[src/rtl/cargador_operandos_if.sv]
// Bus interface for cargador_operandos: switch bus, raw buttons and operand outputs.
// The loader drives the operands through the slave modport; the stimulus side uses master.
interface cargador_operandos_if #(
    parameter int unsigned DAT_W = 8,
    parameter int unsigned OP_W  = 6
);
    logic [DAT_W-1:0] entrada;
    logic             boton_a;
    logic             boton_b;
    logic             boton_op;
    logic [DAT_W-1:0] a;
    logic [DAT_W-1:0] b;
    logic [OP_W-1:0]  op;
    logic             listo;
    logic             nuevo;
    logic [1:0]       sel;

    modport master (
        output entrada, boton_a, boton_b, boton_op,
        input  a, b, op, listo, nuevo, sel
    );

    modport slave (
        input  entrada, boton_a, boton_b, boton_op,
        output a, b, op, listo, nuevo, sel
    );
endinterface

[src/rtl/cargador_operandos.sv]
// Operand loader: captures A, B and OP from the switch bus on debounced button presses.
// Each button goes through a 2-FF synchroniser, a debounce counter and a rising-edge detector.
// Optional macro CARGADOR_SEQ_EN selects single-button sequential mode (boton_a steps A->B->OP,
// boton_b returns to A, boton_op ignored); undefined gives three independent buttons.
module cargador_operandos #(
    parameter int unsigned DAT_W   = 8,
    parameter int unsigned OP_W    = 6,
    parameter int unsigned DEB_CYC = 4
) (
    input logic                 clk,
    input logic                 rst_n,
    cargador_operandos_if.slave bus
);
    localparam int unsigned    CNT_W   = $clog2(DEB_CYC + 1);
    localparam logic [CNT_W-1:0] CNT_MAX = CNT_W'(DEB_CYC - 1);
    localparam logic [CNT_W-1:0] CNT_ONE = CNT_W'(1);

    // Button index: 0 = A, 1 = B, 2 = OP
    logic [2:0]       w_raw;
    logic [2:0]       r_s1, r_s2, r_deb, r_deb_q;
    logic [CNT_W-1:0] r_cnt [3];
    logic [2:0]       w_pulse;

    logic             w_ld_a, w_ld_b, w_ld_op;
    logic             w_fa_d, w_fb_d, w_fop_d, w_all_d, w_any_ld;
    logic [DAT_W-1:0] r_a, r_b;
    logic [OP_W-1:0]  r_op;
    logic             r_fa, r_fb, r_fop, r_listo, r_nuevo;

    assign w_raw   = {bus.boton_op, bus.boton_b, bus.boton_a};
    assign w_pulse = r_deb & ~r_deb_q;

    // Two-stage synchroniser for the asynchronous button inputs
    always_ff @(posedge clk or negedge rst_n) begin
        if (!rst_n) begin
            r_s1 <= '0;
            r_s2 <= '0;
        end else begin
            r_s1 <= w_raw;
            r_s2 <= r_s1;
        end
    end

    // Debounce: accept a level only after DEB_CYC consecutive differing cycles
    always_ff @(posedge clk or negedge rst_n) begin
        if (!rst_n) begin
            r_deb   <= '0;
            r_deb_q <= '0;
            for (int i = 0; i < 3; i++) r_cnt[i] <= '0;
        end else begin
            r_deb_q <= r_deb;
            for (int i = 0; i < 3; i++) begin
                if (r_s2[i] == r_deb[i]) begin
                    r_cnt[i] <= '0;
                end else if (r_cnt[i] == CNT_MAX) begin
                    r_deb[i] <= r_s2[i];
                    r_cnt[i] <= '0;
                end else begin
                    r_cnt[i] <= r_cnt[i] + CNT_ONE;
                end
            end
        end
    end

`ifdef CARGADOR_SEQ_EN
    typedef enum logic [1:0] {StA = 2'd0, StB = 2'd1, StOp = 2'd2} state_e;
    state_e r_state, w_state_d;

    // Sequencer state register
    always_ff @(posedge clk or negedge rst_n) begin
        if (!rst_n) r_state <= StA;
        else        r_state <= w_state_d;
    end

    // boton_a loads the current target and advances; boton_b returns to A after any load
    always_comb begin
        w_state_d = r_state;
        w_ld_a    = 1'b0;
        w_ld_b    = 1'b0;
        w_ld_op   = 1'b0;
        if (w_pulse[0]) begin
            case (r_state)
                StA:     begin w_ld_a  = 1'b1; w_state_d = StB;  end
                StB:     begin w_ld_b  = 1'b1; w_state_d = StOp; end
                StOp:    begin w_ld_op = 1'b1; w_state_d = StA;  end
                default: w_state_d = StA;
            endcase
        end
        if (w_pulse[1]) w_state_d = StA;
    end

    assign bus.sel = r_state;
`else
    // Simultaneous edges resolve A > B > OP; losers are dropped
    always_comb begin
        w_ld_a  = w_pulse[0];
        w_ld_b  = w_pulse[1] & ~w_pulse[0];
        w_ld_op = w_pulse[2] & ~w_pulse[1] & ~w_pulse[0];
    end

    assign bus.sel = 2'b00;
`endif

    assign w_fa_d   = r_fa  | w_ld_a;
    assign w_fb_d   = r_fb  | w_ld_b;
    assign w_fop_d  = r_fop | w_ld_op;
    assign w_all_d  = w_fa_d & w_fb_d & w_fop_d;
    assign w_any_ld = w_ld_a | w_ld_b | w_ld_op;

    // Operand registers, loaded flags and status outputs
    always_ff @(posedge clk or negedge rst_n) begin
        if (!rst_n) begin
            r_a     <= '0;
            r_b     <= '0;
            r_op    <= '0;
            r_fa    <= 1'b0;
            r_fb    <= 1'b0;
            r_fop   <= 1'b0;
            r_listo <= 1'b0;
            r_nuevo <= 1'b0;
        end else begin
            if (w_ld_a)  r_a  <= bus.entrada;
            if (w_ld_b)  r_b  <= bus.entrada;
            if (w_ld_op) r_op <= bus.entrada[OP_W-1:0];
            r_fa    <= w_fa_d;
            r_fb    <= w_fb_d;
            r_fop   <= w_fop_d;
            r_listo <= w_all_d;
            r_nuevo <= w_any_ld & w_all_d;
        end
    end

    assign bus.a     = r_a;
    assign bus.b     = r_b;
    assign bus.op    = r_op;
    assign bus.listo = r_listo;
    assign bus.nuevo = r_nuevo;
endmodule

[src/flat_wrapper.sv]
// flat-port wrapper written by rule: the top's interface ports become plain ports
module cargador_operandos_flat 
#(
    parameter int unsigned DAT_W   = 8,
    parameter int unsigned OP_W    = 6,
    parameter int unsigned DEB_CYC = 4
)
  (clk, rst_n, bus_entrada, bus_boton_a, bus_boton_b, bus_boton_op, bus_a, bus_b, bus_op, bus_listo, bus_nuevo, bus_sel);
  cargador_operandos_if #(.DAT_W(DAT_W), .OP_W(OP_W)) bus_i ();
  input logic clk;
  input logic rst_n;
  input wire logic [$bits(bus_i.entrada)-1:0] bus_entrada;
  input wire logic [$bits(bus_i.boton_a)-1:0] bus_boton_a;
  input wire logic [$bits(bus_i.boton_b)-1:0] bus_boton_b;
  input wire logic [$bits(bus_i.boton_op)-1:0] bus_boton_op;
  output wire logic [$bits(bus_i.a)-1:0] bus_a;
  output wire logic [$bits(bus_i.b)-1:0] bus_b;
  output wire logic [$bits(bus_i.op)-1:0] bus_op;
  output wire logic [$bits(bus_i.listo)-1:0] bus_listo;
  output wire logic [$bits(bus_i.nuevo)-1:0] bus_nuevo;
  output wire logic [$bits(bus_i.sel)-1:0] bus_sel;
  assign bus_i.entrada = bus_entrada;
  assign bus_i.boton_a = bus_boton_a;
  assign bus_i.boton_b = bus_boton_b;
  assign bus_i.boton_op = bus_boton_op;
  assign bus_a = bus_i.a;
  assign bus_b = bus_i.b;
  assign bus_op = bus_i.op;
  assign bus_listo = bus_i.listo;
  assign bus_nuevo = bus_i.nuevo;
  assign bus_sel = bus_i.sel;
  cargador_operandos #(.DAT_W(DAT_W), .OP_W(OP_W), .DEB_CYC(DEB_CYC)) u_core (.clk(clk), .rst_n(rst_n), .bus(bus_i));
endmodule
[config.mk]
export PLATFORM = sky130hd
export DESIGN_NAME = cargador_operandos_flat
export DESIGN_NICKNAME = d
export VERILOG_FILES = /design/src/rtl/cargador_operandos_if.sv /design/src/rtl/cargador_operandos.sv /design/src/flat_wrapper.sv
export SDC_FILE = /design/constraint.sdc
export NUM_CORES = 1
export LEC_CHECK = 0
export CORE_ASPECT_RATIO = 0.5
export CORE_MARGIN = 1
export CORE_UTILIZATION = 25
export CTS_CLUSTER_DIAMETER = 40
export CTS_CLUSTER_SIZE = 40
export DETAILED_ROUTE_END_ITERATION = 16
export MAX_ROUTING_LAYER = met4
export SYNTH_ARGS = -nofsm -noshare
export SYNTH_HDL_FRONTEND = slang
export SYNTH_SLANG_ARGS = --single-unit
[constraint.sdc]
create_clock -name clk -period 2.3 [get_ports clk]
set_input_delay 0.23 -clock clk [delete_from_list [all_inputs] [get_ports clk]]
set_output_delay 0.23 -clock clk [all_outputs]
set_load 0.1 [all_outputs]
==> results of run 1 <==
[per-stage QoR]
step / hold WS [ns] / utilization [%] / setup WS [ns]
after floorplan: -0.06559 / - / 1.051
after global placement: 0.1866 / 32.39 / 0.9241
after detailed placement: 0.2029 / 32.39 / 0.8260
after CTS: 0.3508 / 34.70 / 0.8128
after global routing: 0.3614 / 34.70 / 0.6860
final: 0.3495 / 34.70 / 0.8293
[placed cells by master, fill, tap and decap left out]
cell type,Yosys,layout
sky130_fd_sc_hd__clkinv_2,0,2
sky130_fd_sc_hd__and2b_4,2,2
sky130_fd_sc_hd__nand2_1,25,25
sky130_fd_sc_hd__a31oi_1,2,2
sky130_fd_sc_hd__nand3_1,2,2
sky130_fd_sc_hd__nor2b_1,6,6
sky130_fd_sc_hd__mux2_4,14,14
sky130_fd_sc_hd__nor3b_1,4,4
sky130_fd_sc_hd__nand3_4,1,1
sky130_fd_sc_hd__conb_1,1,2
sky130_fd_sc_hd__a21oi_1,1,1
sky130_fd_sc_hd__nor3_1,4,4
sky130_fd_sc_hd__ha_1,3,3
sky130_fd_sc_hd__mux2_1,3,3
sky130_fd_sc_hd__clkbuf_8,0,1
sky130_fd_sc_hd__dfrtp_1,48,48
sky130_fd_sc_hd__xnor2_1,3,3
sky130_fd_sc_hd__nor2_1,1,1
sky130_fd_sc_hd__buf_4,4,26
sky130_fd_sc_hd__inv_1,3,3
sky130_fd_sc_hd__nand2b_1,1,1
sky130_fd_sc_hd__nand2b_2,1,1
sky130_fd_sc_hd__buf_2,0,1
sky130_fd_sc_hd__dlygate4sd3_1,0,1
sky130_fd_sc_hd__clkdlybuf4s50_1,0,11
sky130_fd_sc_hd__nand2_4,1,1
sky130_fd_sc_hd__clkbuf_16,0,5
[area by class of cell]
type | count | area share (%)
clock buffer | 6 | 5.815
clock inverter | 2 | 0.4191
inverter | 3 | 0.4715
multi-input combinational | 76 | 24.78
sequential | 48 | 50.29
tap | 92 | 4.819
timing repair buffer | 39 | 13.41
[cell usage after synthesis (all sizes together)]
cell    count
nor3        4
nor2        1
conb        1
mux2       17
inv         3
nor3b       4
a31oi       2
and2b       2
nand2b      2
nor2b       6
dfrtp      48
nand2      26
ha          3
nand3       3
buf         4
xnor2       3
a21oi       1
[cells by family after synthesis]
family	count (synthesis)	synth area share [%]
DFF	48	65.62
and+or+nand+nor	48	14.15
muxes	17	13.33
buffers and inverters	7	2.256
adders and majority gates	3	2.051
AOI/OAI and AO/OA	3	0.9566
xor gates and xnor gates	3	1.436
other	1	0.2049
[path summary, 6_finish.rpt]
check,startpoint,end,slack [ns],cells past startpoint
max,u_core.r_deb[0],u_core.bus.listo,0.83,3
min,u_core.r_s1[1],u_core.r_s2[1],0.35,0
max reg2reg,u_core.r_deb[0],u_core.bus.listo,0.83,3
min reg2reg,u_core.r_s1[1],u_core.r_s2[1],0.35,0
max in group asynchronous,rst_n,u_core.bus.b[0],1.32,3
min in group asynchronous,rst_n,u_core.r_s1[0],0.42,2
[routing by layer]
metal	vias to the layer above	global-route usage, %
met5	-	-
li1	510	-
met3	7	3.011
met1	526	12.52
met4	0	6.325
met2	25	14.12
[sequential cells by signal, indices dropped and copies added, names as in the netlist]
signal,cells
u_core.bus.listo,1
u_core.r_fa,1
u_core.r_s1,3
u_core.r_fb,1
u_core.r_fop,1
u_core.r_s2,3
u_core.bus.op,6
u_core.r_deb_q,3
u_core.r_deb,3
u_core.bus.b,8
u_core.bus.a,8
u_core.r_cnt,9
u_core.bus.nuevo,1
[worst register-to-register path: cells and delay by family (launching register included)]
kind             cells  cell delay, ns
and+or+nand+nor      3            0.96
DFF                  1            0.42
[timing repair]
| item | CTS | global route |
|---|---|---|
| hold buffers | 1 | 0 |
| hold endpoints to repair | 18 | 0 |
| setup endpoints to repair | 0 | 0 |
==> summary.txt, run 1 <==
Logic synthesis
  – Mean cell area of the mapped netlist: 14.08 µm²
  – Number of instances in the synthesized netlist: 130
  – Synthesis-stage register bit count: 48
  – Fraction of synthesized cell area taken by the top area cell type: 65.62%
  – Sequential element share of the synthesized area: 65.62%
  – Synth area leader: sky130_fd_sc_hd__dfrtp_1
  – Syn. warnings: 0
  – Largest cells by area after synthesis: sky130_fd_sc_hd__dfrtp_1 (66%), sky130_fd_sc_hd__mux2_4 (11%), sky130_fd_sc_hd__nand2_1 (5.1%)
  – Count of distinct cell types in the synthesized netlist: 21
  – Post-Synthesis Cell Area: 1831 µm²

Finish
  – Fraction of layout instances using a drive strength above 1: 31.03%
  – Multi-input gate area in the final layout: 591.8 µm²
  – Diode insertion count for antenna repair: 0
  – Post-layout nets: 189
  – Area delta synth->final: 30.49%
  – Final Instance Area: 2389 µm²
  – Number of fillers in the final layout: 672
  – Register cell area after layout: 1201 µm²
  – Non-Filler Instances: 266

STA
  – Max-slew headroom: 53.32%
  – Final-report setup violation count: 0
  – Final setup skew: 0.003350 ns
  – Minimum clock period: 1.471 ns
  – Count of pins over their slew limit: 0
  – TNS Setup: 0 ns
  – Setup repair after global routing missed its margin: no
  – Achievable Freq: 0.6799 GHz
  – Final hold viol count: 0
  – Least-Margin Pin Slew: 0.6988 ns
  – Fin crit share: 63.94%

Worst setup path
  – CP Launch Type: flop
  – Data arrival at the endpoint of the critical path: 1.67 ns
  – Kind of cell adding the most delay to the critical path: simple AND/OR/NAND/NOR gates
  – Critical path class: reg2reg
  – Cell breakdown of the critical path: nor2b_1 -> nor2_1 -> nor3_1
  – Worst EP required: 2.50 ns
  – Maximum fanout along the worst path: 10
  – Count of buffer and inverter cells on the critical path: 0
  – Critical path endpoint category: flop
  – Cell with the largest stage delay on the worst path: sky130_fd_sc_hd__nor2b_1
  – Largest stage delay on the critical path: 0.60 ns

Global routing
  – Maximum number of pins on one net before global-route repair: 21
  – Global route total overflow: 0
  – Global routing usage summed across all routing layers: 10.03%
  – Number of global-route vias before repair: 1143
  – First-pass GRT wire length: 5609 µm
  – Antenna violations before repair: 0

Die
  – Overall die width: 123.0 µm
  – Effective utilization at floorplan: 26.59%
  – Std cell rows: 21
  – Top-level port count: 39
  – Area enclosed by the die boundary: 7689 µm²
  – Height of the chip: 62.51 µm
  – Placeable core region: 6884 µm²

Detailed routing
  – DRC Markers: 0
  – Wire length on met2: 1459 µm
  – Total routed wirelength: 3256 µm
  – Number of iterations in the first detailed-routing pass: 4
  – Via count: 1068
  – Detailed-routing wirelength on met1: 1535 µm
  – DRT iter0 DRCs: 57
  – Average via count per standard cell: 4.015
  – Max layer used: met4
  – Antenna-violating nets left: 0
  – DR WL/cell: 12.24 µm
  – Met3 WL: 170 µm

Clock tree
  – Inserted Clock Buffers: 5
  – Clock root buffer: sky130_fd_sc_hd__clkbuf_16
  – CTS Buffer Depth: 2
  – # resized after CTS: 0
  – Sink Count: 48
  – TritonCTS clock tree: done
  – Register clock-pin slew on the reported worst setup and hold paths: 0.06 ns
  – Worst-skew pair later-pin latency: 0.28 ns
  – Max H-tree Level: 2
  – Post-CTS setup-driven buffer insertion count: 0

Placed design
  – Cell Count Post-Placement: 257
  – Global placer's final weighted congestion: 0.6929
  – I/O Buffers: 36
  – Post-detailed-placement cell area: 2230 µm²
  – HPWL Detailed: 2323 µm

Job
  – Max_cap viols: 0

Worst hold path
  – Class of the tightest hold or removal check: reg2reg

Run status
  – Run status: finished clean
Power of run 1 is left out: the tool's default activity adds up to more than one toggle a clock period on the data nets, which glitch-free logic cannot reach.
==> run 2: changes to the inputs <==
Clock period 2.3 ns to 1.39 ns, I/O delays scaled along.
==> run 2 against run 1 <==
  * Worst setup slack worse by 0.71 ns
  * Fmax rose by 16%
  * Highest routed layer unchanged
  * Critical path depth unchanged
  * Register-to-register slack got worse by 0.71 ns
  * Sequential cell count stayed put
  * Wire length down 1.7%
  * Clock skew increased by 0.00075 ns
  * Critical endpoint is now u_core.bus.op[4]
  * Worst hold slack got worse by 0.049 ns
  * Clock-buffer cell count unchanged
  * Die area did not move
  * Non-clock buffer count increased by 1
  * First-iteration DRC count increased by 23%
==> summary.txt, run 2 (synthesis gave the netlist of run 1 again) <==
Worst setup path
  – CP Launch Type: flop
  – Capturing point of the worst reg2reg path: u_core.bus.op[4]
  – Cell with the largest stage delay on the worst path: sky130_fd_sc_hd__dfrtp_1
  – Maximum fanout along the worst path: 6
  – Largest stage delay on the critical path: 0.45 ns
  – Capture point of the critical path: u_core.bus.op[4]
  – Worst R2R Path Depth: 3
  – Cell breakdown of the critical path: nand2b_2 -> nand3_4 -> mux2_4
  – Critical path class: reg2reg
  – Data arrival at the endpoint of the critical path: 1.44 ns
  – R2R Path Start: u_core.r_deb[0]
  – Critical path endpoint category: flop
  – Launching instance or port of the critical path: u_core.r_deb[0]
  – Worst EP required: 1.56 ns
  – Register-to-Register Setup Slack: 0.12 ns

Clock tree
  – Sink Count: 48
  – Max H-tree Level: 2
  – TritonCTS clock tree: done
  – # resized after CTS: 0
  – Post-CTS setup-driven buffer insertion count: 0
  – Hold-fix buffers at CTS: 1
  – CTS Buffer Depth: 2
  – Inserted Clock Buffers: 5
  – Register clock-pin slew on the reported worst setup and hold paths: 0.06 ns
  – Worst-skew pair later-pin latency: 0.28 ns
  – Clock root buffer: sky130_fd_sc_hd__clkbuf_16

Finish
  – Most frequent cells in the layout: sky130_fd_sc_hd__dfrtp_1 (48), sky130_fd_sc_hd__nand2_1 (25), sky130_fd_sc_hd__buf_12 (25)
  – Multi-input gate area in the final layout: 591.8 µm²
  – Number of fillers in the final layout: 649
  – Register cell area after layout: 1201 µm²
  – Post-layout nets: 190
  – Fraction of the core area covered by cells at the end of the flow: 39.57%
  – Area delta synth->final: 48.80%
  – Diode insertion count for antenna repair: 0
  – Flip-flop count of the largest register after layout: 9
  – Fraction of layout instances using a drive strength above 1: 30.86%
  – Most common library cell in the layout ignoring fill and taps: sky130_fd_sc_hd__dfrtp_1
  – Top register by number of flip-flops: u_core.r_cnt

Die
  – Std cell rows: 21
  – Overall die width: 123.0 µm
  – Placeable core region: 6884 µm²
  – Effective utilization at floorplan: 26.59%
  – Top-level port count: 39
  – Height of the chip: 62.51 µm
  – Area enclosed by the die boundary: 7689 µm²

Placed design
  – Global placer's final weighted congestion: 0.6758
  – HPWL Detailed: 2337 µm
  – I/O Buffers: 36

Global routing
  – Global routing usage summed across all routing layers: 9.941%
  – Number of global-route vias before repair: 1153
  – Maximum number of pins on one net before global-route repair: 49
  – First-pass GRT wire length: 5520 µm
  – Antenna violations before repair: 0
  – Global route total overflow: 0

Detailed routing
  – Number of iterations in the first detailed-routing pass: 4
  – DRT iter0 DRCs: 70
  – Via count: 1072
  – DRC Markers: 0
  – DR WL/cell: 11.99 µm
  – Total routed wirelength: 3202 µm
  – Average via count per standard cell: 4.015
  – Antenna-violating nets left: 0

Worst hold path
  – Class of the tightest hold or removal check: in2reg

Job
  – Max_cap viols: 0

STA
  – Final hold slack: 0.3004 ns
  – TNS Setup: 0 ns
  – Final hold viol count: 0
  – Count of pins over their slew limit: 0
  – Final-report setup violation count: 0
  – Achievable Freq: 0.7860 GHz
  – Fin crit share: 91.53%
  – Setup repair after global routing missed its margin: no
  – Minimum clock period: 1.272 ns
  – Final setup skew: 0.004099 ns

Run status
  – Run status: finished clean
-- run 2: changes by cell type in the layout (fill, tap and decap cells not counted), sizes merged --
cell	before	now
clkinv	2	1
buf	27	28
bufinv	0	1
-- run 2: routing by layer --
metal	wire length (µm)	GRT usage [%]
met5	0	-
met2	1518	14.89
met1	1471	11.82
met3	136	3.285
met4	76	5.422
-- run 2: through the flow --
| stage | worst slack [ns] | instances | area (µm²) |
|---|---|---|---|
| 2_1_floorplan | 0.1411 | 131 | 1834 |
| 4_1_cts | 0.1118 | 267 | 2724 |
| 3_5_place_dp | 0.1266 | 258 | 2550 |
| 3_3_place_gp | 0.1435 | 258 | 2550 |
| 5_1_grt | 0.04959 | 267 | 2724 |
| 6_report | 0.1177 | 267 | 2724 |
-- run 2: how the worst min path moves through the flow --
stage | from | endpoint | cells after the start
floorplan | rst_n | u_core.bus.a[0] | 0
global placement | rst_n | u_core.r_s1[0] | 2
detailed placement | rst_n | u_core.r_s2[1] | 2
CTS | bus_boton_a | u_core.r_s1[0] | 1
global route | bus_boton_a | u_core.r_s1[0] | 1
finish | bus_boton_a | u_core.r_s1[0] | 1
-- run 2: layout make-up --
type | count | area share [%]
clock inverter | 2 | 1.286
multi-input combinational | 76 | 21.73
timing repair buffer | 40 | 23.52
clock buffer | 6 | 4.731
sequential | 48 | 44.10
tap | 92 | 4.226
inverter | 3 | 0.4134
-- run 2: worst max-delay path, delay by kind of cell (launching register included) --
| kind | cells | cell delay, ns |
|---|---|---|
| mux | 1 | 0.33 |
| flops | 1 | 0.45 |
| simple gates | 2 | 0.37 |
Power of run 2 is left out for the same reason.
